### config.mk
export PLATFORM = sky130hd
export DESIGN_NAME = rf_wb_ctrl_flat
export DESIGN_NICKNAME = d
export VERILOG_FILES = /design/src/rtl/rf_wb_ctrl_pkg.sv /design/src/rtl/rf_wb_ctrl_if.sv /design/src/rtl/rf_wb_ctrl_fifo.sv /design/src/rtl/rf_wb_ctrl.sv /design/src/flat_wrapper.sv
export SDC_FILE = /design/constraint.sdc
export NUM_CORES = 1
export LEC_CHECK = 0
export CORE_ASPECT_RATIO = 1.2
export CORE_UTILIZATION = 41
export DETAILED_ROUTE_END_ITERATION = 10
export GPL_TIMING_DRIVEN = 0
export PLACE_DENSITY = 0.61
export REMOVE_ABC_BUFFERS = 1
export SLEW_MARGIN = 40
export SYNTH_ARGS = -nofsm -noshare
export SYNTH_HDL_FRONTEND = slang
export SYNTH_SLANG_ARGS = --single-unit
### constraint.sdc
create_clock -name clka -period 5.42 [get_ports clka]
set_clock_uncertainty 0.15 [all_clocks]
set_input_delay 0.813 -clock clka [delete_from_list [all_inputs] [get_ports clka]]
set_output_delay 0.813 -clock clka [all_outputs]
set_load 0.005 [all_outputs]
### src/rtl/rf_wb_ctrl_pkg.sv
// Shared types and constants for the RF write-back controller.
// Build option RF_WB_FWD_EN (see rf_wb_ctrl.sv) does not affect this file.
package rf_wb_pkg;
   localparam int AW    = 9;
   localparam int DW    = 32;
   localparam int TID_W = 4;
   localparam int REG_W = 5;

   typedef struct packed {
      logic [AW-1:0] addr;
      logic [DW-1:0] data;
      logic          kill;
   } wb_entry_t;

   // RF address is thread id in the upper bits, register index below
   function automatic logic [AW-1:0] rf_addr_f(input logic [TID_W-1:0] tid,
                                               input logic [REG_W-1:0] rnum);
      return {tid, rnum};
   endfunction
endpackage

### src/rtl/rf_wb_ctrl_if.sv
// Bus bundle between the execute/load pipes and the write-back controller.
// With RF_WB_FWD_EN defined the bundle also carries fwd_v/fwd_data.
interface rf_wb_ctrl_if
   import rf_wb_pkg::*;
#(
   parameter int DEPTH = 4
);
   localparam int CW = $clog2(DEPTH) + 1;

   logic          alu_wr_v;
   logic [AW-1:0] alu_wr_addr;
   logic [DW-1:0] alu_wr_data;
   logic          ld_wr_v;
   logic          ld_wr_rdy;
   logic [AW-1:0] ld_wr_addr;
   logic [DW-1:0] ld_wr_data;
   logic [AW-1:0] chk_addr;
   logic          chk_pend;
   logic          rf_we;
   logic [AW-1:0] rf_addr;
   logic [DW-1:0] rf_data;
   logic [CW-1:0] fifo_cnt;
`ifdef RF_WB_FWD_EN
   logic          fwd_v;
   logic [DW-1:0] fwd_data;
`endif

   modport master (
      output alu_wr_v, alu_wr_addr, alu_wr_data,
      output ld_wr_v, ld_wr_addr, ld_wr_data, chk_addr,
      input  ld_wr_rdy, chk_pend, rf_we, rf_addr, rf_data, fifo_cnt
`ifdef RF_WB_FWD_EN
      , input fwd_v, fwd_data
`endif
   );

   modport slave (
      input  alu_wr_v, alu_wr_addr, alu_wr_data,
      input  ld_wr_v, ld_wr_addr, ld_wr_data, chk_addr,
      output ld_wr_rdy, chk_pend, rf_we, rf_addr, rf_data, fifo_cnt
`ifdef RF_WB_FWD_EN
      , output fwd_v, fwd_data
`endif
   );
endinterface

### src/rtl/rf_wb_ctrl_fifo.sv
// Load-return queue: circular buffer with per-entry kill-by-address and a
// parallel address match over live (valid, unkilled) entries.
module rf_wb_fifo
   import rf_wb_pkg::*;
#(
   parameter int DEPTH = 4,
   localparam int PW = $clog2(DEPTH),
   localparam int CW = PW + 1
) (
   input  logic          clka,
   input  logic          rstn,
   input  logic          push,
   input  wb_entry_t     push_entry,
   input  logic          pop,
   input  logic          kill_v,
   input  logic [AW-1:0] kill_addr,
   input  logic [AW-1:0] match_addr,
   output wb_entry_t     head,
   output logic [CW-1:0] cnt,
   output logic          match
);
   wb_entry_t        mem [DEPTH];
   logic [DEPTH-1:0] vld;
   logic [PW-1:0]    rd_ptr;
   logic [PW-1:0]    wr_ptr;

   always_ff @(posedge clka) begin
      if (!rstn) begin
         vld    <= '0;
         rd_ptr <= '0;
         wr_ptr <= '0;
         cnt    <= '0;
      end else begin
         for (int i = 0; i < DEPTH; i++) begin
            if (kill_v && vld[i] && (mem[i].addr == kill_addr))
               mem[i].kill <= 1'b1;
         end
         if (pop) begin
            vld[rd_ptr] <= 1'b0;
            rd_ptr      <= rd_ptr + 1'b1;
         end
         // push after pop so a full-and-wrapping slot ends up valid
         if (push) begin
            mem[wr_ptr] <= push_entry;
            vld[wr_ptr] <= 1'b1;
            wr_ptr      <= wr_ptr + 1'b1;
         end
         cnt <= cnt + CW'(push) - CW'(pop);
      end
   end

   assign head = mem[rd_ptr];

   always_comb begin
      match = 1'b0;
      for (int i = 0; i < DEPTH; i++) begin
         if (vld[i] && !mem[i].kill && (mem[i].addr == match_addr))
            match = 1'b1;
      end
   end
endmodule

### src/rtl/rf_wb_ctrl.sv
// Write-back arbiter owning the RF write port: ALU first, then queued loads,
// then load bypass. Define RF_WB_FWD_EN to add the fwd_v/fwd_data outputs.
module rf_wb_ctrl
   import rf_wb_pkg::*;
#(
   parameter int DEPTH = 4
) (
   input  logic         clka,
   input  logic         rstn,
   rf_wb_ctrl_if.slave  bus
);
   localparam int CW = $clog2(DEPTH) + 1;

   wb_entry_t     head;
   wb_entry_t     push_e;
   logic [CW-1:0] cnt;
   logic [CW-1:0] cnt_nxt;
   logic          empty;
   logic          ld_acc;
   logic          push;
   logic          pop;
   logic          fifo_hit;
   logic          out_hit;
   logic          rdy_q;
   logic          we_q;
   logic [AW-1:0] addr_q;
   logic [DW-1:0] data_q;

   assign empty   = (cnt == '0);
   assign ld_acc  = bus.ld_wr_v && rdy_q;
   assign pop     = !bus.alu_wr_v && !empty;
   // a load only skips the queue when nothing else wants the port
   assign push    = ld_acc && (bus.alu_wr_v || !empty);
   assign push_e  = '{addr: bus.ld_wr_addr, data: bus.ld_wr_data, kill: 1'b0};
   assign cnt_nxt = cnt + CW'(push) - CW'(pop);

   rf_wb_fifo #(.DEPTH(DEPTH)) u_fifo (
      .clka       (clka),
      .rstn       (rstn),
      .push       (push),
      .push_entry (push_e),
      .pop        (pop),
      .kill_v     (bus.alu_wr_v),
      .kill_addr  (bus.alu_wr_addr),
      .match_addr (bus.chk_addr),
      .head       (head),
      .cnt        (cnt),
      .match      (fifo_hit)
   );

   always_ff @(posedge clka) begin
      if (!rstn) begin
         rdy_q  <= 1'b0;
         we_q   <= 1'b0;
         addr_q <= '0;
         data_q <= '0;
      end else begin
         rdy_q <= (cnt_nxt < CW'(DEPTH));
         if (bus.alu_wr_v) begin
            we_q   <= 1'b1;
            addr_q <= bus.alu_wr_addr;
            data_q <= bus.alu_wr_data;
         end else if (!empty) begin
            we_q   <= !head.kill;
            addr_q <= head.addr;
            data_q <= head.data;
         end else if (ld_acc) begin
            we_q   <= 1'b1;
            addr_q <= bus.ld_wr_addr;
            data_q <= bus.ld_wr_data;
         end else begin
            we_q   <= 1'b0;
         end
      end
   end

   assign out_hit       = we_q && (addr_q == bus.chk_addr);
   assign bus.ld_wr_rdy = rdy_q;
   assign bus.rf_we     = we_q;
   assign bus.rf_addr   = addr_q;
   assign bus.rf_data   = data_q;
   assign bus.fifo_cnt  = cnt;

`ifdef RF_WB_FWD_EN
   assign bus.chk_pend  = fifo_hit;
   assign bus.fwd_v     = out_hit;
   assign bus.fwd_data  = out_hit ? data_q : '0;
`else
   // RF read port has no write bypass, so the in-flight write still counts
   assign bus.chk_pend  = fifo_hit || out_hit;
`endif
endmodule

### src/flat_wrapper.sv
// flat-port wrapper written by rule: the top's interface ports become plain ports
module rf_wb_ctrl_flat import rf_wb_pkg::*;
#(
   parameter int DEPTH = 4
)
  (clka, rstn, bus_alu_wr_v, bus_alu_wr_addr, bus_alu_wr_data, bus_ld_wr_v, bus_ld_wr_addr, bus_ld_wr_data, bus_chk_addr, bus_ld_wr_rdy, bus_chk_pend, bus_rf_we, bus_rf_addr, bus_rf_data, bus_fifo_cnt);
  rf_wb_ctrl_if #(.DEPTH(DEPTH)) bus_i ();
  input  logic clka;
  input  logic rstn;
  input wire logic [$bits(bus_i.alu_wr_v)-1:0] bus_alu_wr_v;
  input wire logic [$bits(bus_i.alu_wr_addr)-1:0] bus_alu_wr_addr;
  input wire logic [$bits(bus_i.alu_wr_data)-1:0] bus_alu_wr_data;
  input wire logic [$bits(bus_i.ld_wr_v)-1:0] bus_ld_wr_v;
  input wire logic [$bits(bus_i.ld_wr_addr)-1:0] bus_ld_wr_addr;
  input wire logic [$bits(bus_i.ld_wr_data)-1:0] bus_ld_wr_data;
  input wire logic [$bits(bus_i.chk_addr)-1:0] bus_chk_addr;
  output wire logic [$bits(bus_i.ld_wr_rdy)-1:0] bus_ld_wr_rdy;
  output wire logic [$bits(bus_i.chk_pend)-1:0] bus_chk_pend;
  output wire logic [$bits(bus_i.rf_we)-1:0] bus_rf_we;
  output wire logic [$bits(bus_i.rf_addr)-1:0] bus_rf_addr;
  output wire logic [$bits(bus_i.rf_data)-1:0] bus_rf_data;
  output wire logic [$bits(bus_i.fifo_cnt)-1:0] bus_fifo_cnt;
  assign bus_i.alu_wr_v = bus_alu_wr_v;
  assign bus_i.alu_wr_addr = bus_alu_wr_addr;
  assign bus_i.alu_wr_data = bus_alu_wr_data;
  assign bus_i.ld_wr_v = bus_ld_wr_v;
  assign bus_i.ld_wr_addr = bus_ld_wr_addr;
  assign bus_i.ld_wr_data = bus_ld_wr_data;
  assign bus_i.chk_addr = bus_chk_addr;
  assign bus_ld_wr_rdy = bus_i.ld_wr_rdy;
  assign bus_chk_pend = bus_i.chk_pend;
  assign bus_rf_we = bus_i.rf_we;
  assign bus_rf_addr = bus_i.rf_addr;
  assign bus_rf_data = bus_i.rf_data;
  assign bus_fifo_cnt = bus_i.fifo_cnt;
  rf_wb_ctrl #(.DEPTH(DEPTH)) u_core (.clka(clka), .rstn(rstn), .bus(bus_i));
endmodule
==> results.py <==
metrics = {
    "outcome": {
        "status": "finished, final reports clean",
    },
    "synthesis": {
        "synthMostInstantiatedCell": "edfxtp_1",
        "synth_compound_area_share_pct": 9.351,
        "ys_seq_elements": 224,
        "ys_warn_count": 0,
        "syn_inst": 631,
        "yosysUniqueCellTypes": 35,
        "synth_fa_ha_area_share_pct": 1.509,
        "synthMuxAreaShare_pct": 10.01,
        "synth_area_um2": 9620,
        "synth-async-reset-ratio_pct": 0,
        "yosys.area.top_type": "edfxtp_1",
        "synth_edf_count": 164,
        "synth-xor-area-share_pct": 7.738,
        "synth_top_family_by_area": "multiplexers",
        "ys_seq_area_share_pct": 63.68,
        "synth_area_leaders": "edfxtp_1 51%, dfxtp_1 12%, mux4_2 9.4%",
        "synth_top_area_share_pct": 51.19,
        "yosys_most_used_dff": "edfxtp_1",
        "syn_avg_cell_area_um2": 15.25,
        "yosys-top-cells-count": "164 x edfxtp_1, 60 x dfxtp_1, 47 x a21oi_1",
        "synth_simple_gate_area_share_pct": 3.993,
    },
    "placement": {
        "place_inst": 1043,
        "io_buffers": 141,
        "routabilityCongestion": 0.8905,
        "placed_area_um2": 11400,
        "dp_slack_ns": 1.334,
        "dp_hpwl_um": 14870,
    },
    "cells_and_area": {
        "drive_gt1_share_pct": 13.38,
        "final_net_count": 859,
        "n_fill_cell": 1956,
        "post-route-util_pct": 52.61,
        "stdcell_area_um2": 12170,
        "area_delta_synth_final_pct": 26.47,
        "diodes": 0,
        "final_cells": 1085,
    },
    "global_routing": {
        "grt_pass1_wl_um": 35090,
        "antenna_found_initial": 0,
        "grt_max_degree": 54,
        "grt_pass1_vias": 6347,
        "grt_overflow": 0,
        "grt_usage_pct": 19.11,
    },
    "sta": {
        "setup_viol": 0,
        "period_needed_ns": 3.928,
        "fin_ws_ns": 1.492,
        "maxSlewHeadroom_pct": 56.91,
        "rsz0062_at_grt": "no",
        "period_share_pct": 72.47,
        "timing.fmax_mhz": 254.6,
        "hold_viol_final": 0,
        "drv_slew": 0,
        "worst_slew_pin_slew_ns": 0.6415,
    },
    "setup_path": {
        "critical_path_arrival_ns": 2.96,
        "timing.rr.end": "u_core.bus.ld_wr_rdy",
        "reg2reg_slack_ns": 2.32,
        "cp_data_required_time_ns": 4.46,
        "setup.worst_path.start": "bus_chk_addr[0]",
        "r2r-start": "u_core.u_fifo.cnt[1]",
        "critPathKind": "in -> out",
        "reg2reg_depth": 12,
        "worstPathMaxFanout": 5,
        "cp-end-kind": "output pin",
        "cp-endpoint": "bus_chk_pend",
        "cp-start-kind": "primary input",
    },
    "cts": {
        "cts_resized": 0,
        "clk_pin_slew_ns": 0.06,
        "htree_num_levels": 1,
        "cts_sinks": 224,
        "cts_buffer_depth": 3,
        "insertion_delay_ns": 0.51,
        "cts_tree": "yes",
        "postCtsSetupBuffers": 0,
        "root_buffer": "clkbuf_16",
        "cts_buffers": 23,
        "hold_buffers": 0,
    },
    "power_and_ir_drop": {
        "ir_worst_vdd_v": 0.0002382,
        "power_density_nw_per_um2": 410.6,
        "p_leak_nw": 3.935,
    },
    "floorplanning": {
        "ios": 142,
        "die_y_um": 169.8,
        "initial_core_util_pct": 41.60,
        "die_w_um": 141.8,
        "core-area_um2": 23130,
        "rows": 61,
        "die-area_um2": 24080,
    },
    "detailed_routing": {
        "ant_nets": 0,
        "drc": 0,
        "drt-vias-per-instance": 5.559,
        "dr.pass1.iters": 7,
        "avgRoutedWirePerCell_um": 20.72,
        "drt_iter0_markers": 657,
        "via_count": 6031,
        "routed_wl_um": 22480,
    },
    "hold_path": {
        "min_path_type": "reg -> reg",
    },
    "flow_run": {
        "drv_cap": 0,
    },
}
-- kinds of logic after synthesis --
logic type	count (synthesis)
multiplexers	43
adder cells (fa/ha/maj)	11
buffers and inverters	66
XOR/XNOR	85
flip-flops	224
AO/OA/AOI/OAI	136
AND/OR/NAND/NOR	66
-- stage by stage --
step	TNS, ns	hold WS [ns]	total power [mW]
finish	0	0.3450	4.996
global placement	-520.55	0.3144	3.376
global route	0	0.3665	5.226
detailed placement	0	0.3238	3.459
CTS	0	0.3444	5.054
floorplan	0	0.2950	2.801
-- registers in the layout, indices dropped and copies added (netlist names), named ones only --
name,cells
u_core.u_fifo.cnt,3
u_core.bus.rf_data,32
u_core.u_fifo.mem,168
u_core.u_fifo.vld,4
u_core.bus.ld_wr_rdy,1
u_core.bus.rf_we,1
u_core.u_fifo.wr_ptr,2
u_core.bus.rf_addr,9
u_core.u_fifo.rd_ptr,2
-- critical path, stage by stage --
cell and delay [ns]:
clkdlybuf4s50_1 0.67, xnor2_1 0.19, nand4_1 0.15, nor4b_1 0.38, a21oi_1 0.14, nand3_1 0.12, clkdlybuf4s50_1 0.50
-- worst min path at each step --
stage                                  from                       to  depth (start not counted)  slack [ns]
floorplan           u_core.u_fifo.mem[2][0]  u_core.u_fifo.mem[2][0]                          2        0.30
global placement    u_core.u_fifo.mem[1][0]  u_core.u_fifo.mem[1][0]                          2        0.31
detailed placement  u_core.u_fifo.mem[0][0]  u_core.u_fifo.mem[0][0]                          2        0.32
CTS                 u_core.u_fifo.mem[2][0]  u_core.u_fifo.mem[2][0]                          2        0.34
global route        u_core.u_fifo.mem[3][0]  u_core.u_fifo.mem[3][0]                          2        0.37
finish              u_core.u_fifo.mem[2][0]  u_core.u_fifo.mem[2][0]                          2        0.35
-- metal layers --
metal / track usage, % / part of all wire, % / up-vias
li1: - / - / 2736
met1: 24.40 / 41 / 3041
met2: 33.84 / 51 / 217
met3: 2.652 / 5.8 / 37
met4: 5.330 / 1.7 / 0
met5: 0 / 0 / -
-- where the power goes --
group,internal [mW],total [mW],leakage (nW),switching [mW]
Clock,0.944,1.58,0.376,0.638
Sequential,2.01,2.16,1.97,0.150
Combinational,0.697,1.25,1.58,0.554
Total,3.65,5.00,3.94,1.34
-- area by class of cell --
class	instances	area, um^2	area share (%)
Timing Repair Buffer	156	1672	13.74
Clock buffer	31	655.6	5.389
Sequential cell	224	6133	50.41
Clock inverter	11	111.4	0.9153
Multi-Input combinational cell	341	3174	26.09
Tap cell	315	394.1	3.239
Inverter	7	26.28	0.2160
-- cell usage in the layout, fill, tap and decap left out, drive strengths merged, types with 2 or more instances in the layout --
cell           instances
clkinv                 7
clkbuf                31
edfxtp               164
a21oi                 47
xnor2                 42
a222oi                41
nand2                  8
nor2                   7
nor3                   6
xor2                  43
nand3                  5
o21ai                 42
dfxtp                 60
nor4b                  2
and2                   5
a22oi                  4
nand4                 10
ha                    10
nor4                  10
and3                   4
buf                   17
bufinv                 2
nor2b                  7
clkdlybuf4s50        139
inv                    8
mux4                  42
nand3b                 2
Power figures use the tool's default switching activity.
==> variant, RTL diff (config.mk and constraints unchanged) <==
`DEPTH` is set to 4 in 4 places; all go to 8.
--- a/src/rtl/rf_wb_ctrl_if.sv
+++ b/src/rtl/rf_wb_ctrl_if.sv
@@ -3,7 +3,7 @@
 interface rf_wb_ctrl_if
    import rf_wb_pkg::*;
 #(
-   parameter int DEPTH = 4
+   parameter int DEPTH = 8
 );
    localparam int CW = $clog2(DEPTH) + 1;
 
--- a/src/rtl/rf_wb_ctrl_fifo.sv
+++ b/src/rtl/rf_wb_ctrl_fifo.sv
@@ -3,7 +3,7 @@
 module rf_wb_fifo
    import rf_wb_pkg::*;
 #(
-   parameter int DEPTH = 4,
+   parameter int DEPTH = 8,
    localparam int PW = $clog2(DEPTH),
    localparam int CW = PW + 1
 ) (
--- a/src/rtl/rf_wb_ctrl.sv
+++ b/src/rtl/rf_wb_ctrl.sv
@@ -3,7 +3,7 @@
 module rf_wb_ctrl
    import rf_wb_pkg::*;
 #(
-   parameter int DEPTH = 4
+   parameter int DEPTH = 8
 ) (
    input  logic         clka,
    input  logic         rstn,
--- a/src/flat_wrapper.sv
+++ b/src/flat_wrapper.sv
@@ -1,7 +1,7 @@
 // flat-port wrapper written by rule: the top's interface ports become plain ports
 module rf_wb_ctrl_flat import rf_wb_pkg::*;
 #(
-   parameter int DEPTH = 4
+   parameter int DEPTH = 8
 )
   (clka, rstn, bus_alu_wr_v, bus_alu_wr_addr, bus_alu_wr_data, bus_ld_wr_v, bus_ld_wr_addr, bus_ld_wr_data, bus_chk_addr, bus_ld_wr_rdy, bus_chk_pend, bus_rf_we, bus_rf_addr, bus_rf_data, bus_fifo_cnt);
   rf_wb_ctrl_if #(.DEPTH(DEPTH)) bus_i ();
Interface: changed (resized bus_fifo_cnt); port bits go from 142 to 143. The function was not compared with the original's and may differ.
==> variant against the unedited design <==
- synthesized area rose by 80%
- total power rose by 63%
- sequential cell count rose by 176
- cell area rose by 74%
- via count rose by 71%
- setup slack got worse by 0.72 ns
- hold slack improved by 0.0085 ns
- wire length rose by 98%
==> variant: results (changes against the unedited design) <==
----------------------------------------------------
[Clock tree]
  CTS H-tree lvls ... 2 (+1)
  Number of buffers inserted during clock tree synthesis ... 41 (+78%)
  Insertion delay of the later-clocked pin in the worst-skew pair ... 0.54 ns (+0.03 ns)

[Synth]
  Cells taking the most area after synthesis ... sky130_fd_sc_hd__edfxtp_1 (57%), sky130_fd_sc_hd__mux4_2 (11%), sky130_fd_sc_hd__dfxtp_1 (8.3%), sky130_fd_sc_hd__xor2_1 (6.2%), sky130_fd_sc_hd__mux2_2 (2.7%)
  Gate Count Post-Synth ... 1112 (+76%)
  Number of different library cells in the post-synthesis netlist ... 41 (+17%)
  Portion of the post-synthesis area used by sequential elements ... 65.1% (+1.5 points)
  Number of flops mapped to enable cells by yosys ... 328 (+100%)

[Finish]
  Count of fill cells added during filler insertion ... 3482 (+78%)
  Area added between synthesis and finish ... 22.3%
  Fraction of layout cells with a size suffix above 1 ... 19.8% (+6.4 points)
  Flip-flop count of the largest register after layout ... 336 (+100%)
  Final nets ... 1391 (+62%)

[Placement]
  Routability cong. ... 0.907 (+1.9%)
  Post-Place Cell Area ... 0.0199 mm2 (+75%)
  # port buffers ... 142 (+0.71%)
  Number of cells in the design after placement ... 1791 (+72%)
  Detailed-placement wirelength estimate ... 30900 um (+110%)
  Post-placement worst setup slack ... 0.824 ns (-0.510 ns)

[Pwr]
  Peak supply drop ... 0.213 mV (-11%)
  Leakage Power ... 6.93 nW (+76%)

[Global routing]
  Pin count of the biggest net entering global routing ... 50 (-7.4%)
  Wire length of the first global-routing pass ... 66600 um (+90%)
  Overall fraction of global-route tracks in use ... 21.1% (+2.0 points)
  Via count of the first global-routing pass ... 10400 (+64%)

[Worst setup path]
  Maximum cell stage delay along the critical path ... 0.84 ns (+0.17 ns)
  Peak fanout along the critical path ... 9 (+4)

[Route]
  Highest signal layer in the routed design ... met5
  Amount of wire on met2 after detailed routing ... 21900 um (+90%)
  Via/cell ratio ... 5.54 (-0.26%)
  Routed wirelength normalized by instance count ... 23.9 um (+15%)
  Met3 WL ... 2250 um (+73%)
  Detailed-route wire length ... 44500 um (+98%)

[Run status]
  Result of the run ... completed

[STA]
  Slew of the pin with the lowest slew margin ... 0.741 ns (+0.0993 ns)

----------------------------------------------------
==> variant: cell count changes in the layout (fill, tap and decap cells not counted), sizes merged, moves of 42 or more <==
cell	change
a21oi	-45
nand2	+89
mux4	+42
edfxtp	+164
buf	+47
mux2	+42
xor2	+80
==> variant: final cells by class <==
cell class / instances / area, um2 / area share [%]
clock buffer: 60 / 1140 / 5.38
clock inverter: 13 / 164 / 0.773
inverter: 8 / 32.5 / 0.153
multi-input combinational: 633 / 5730 / 27.0
sequential: 400 / 11300 / 53.3
tap: 546 / 683 / 3.22
timing repair buffer: 204 / 2150 / 10.1
==> variant: power by group <==
part	total (mW)	switching (mW)	internal (mW)
clock	2.79	1.14	1.65
combinational	1.70	0.791	0.906
sequential	3.65	0.159	3.49
total	8.13	2.09	6.04
==> variant: kinds of logic after synthesis <==
kind of cell	synth area share [%]
compound gates	5.12
xor+xnor	7.93
fa+ha+maj	0.621
buf+inv	2.18
flops	65.1
mux	13.6
simple gates	5.37
==> variant: worst min-delay path, cell delays in order (launching register included) <==
cell	delay [ns]
sky130_fd_sc_hd__dfxtp_1	0.35
sky130_fd_sc_hd__a41oi_1	0.05
sky130_fd_sc_hd__nor2_1	0.07
==> variant: path summary, 6_finish.rpt <==
check	to	cells past startpoint	slack (ns)	from
worst max-delay path	bus_chk_pend	7	0.77	bus_chk_addr[4]
worst min-delay path	u_core.u_fifo.mem[5][0]	2	0.35	u_core.u_fifo.mem[5][0]
worst max register to register	u_core.u_fifo.mem[2][22]	10	1.90	u_core.bus.ld_wr_rdy
worst min register to register	u_core.u_fifo.mem[5][0]	2	0.35	u_core.u_fifo.mem[5][0]
==> variant: metal layers <==
layer | track usage (%) | up-vias
li1 | - | 4631
met1 | 28.0 | 5296
met2 | 35.1 | 314
met3 | 3.11 | 89
met4 | 7.93 | 4
met5 | 0 | -
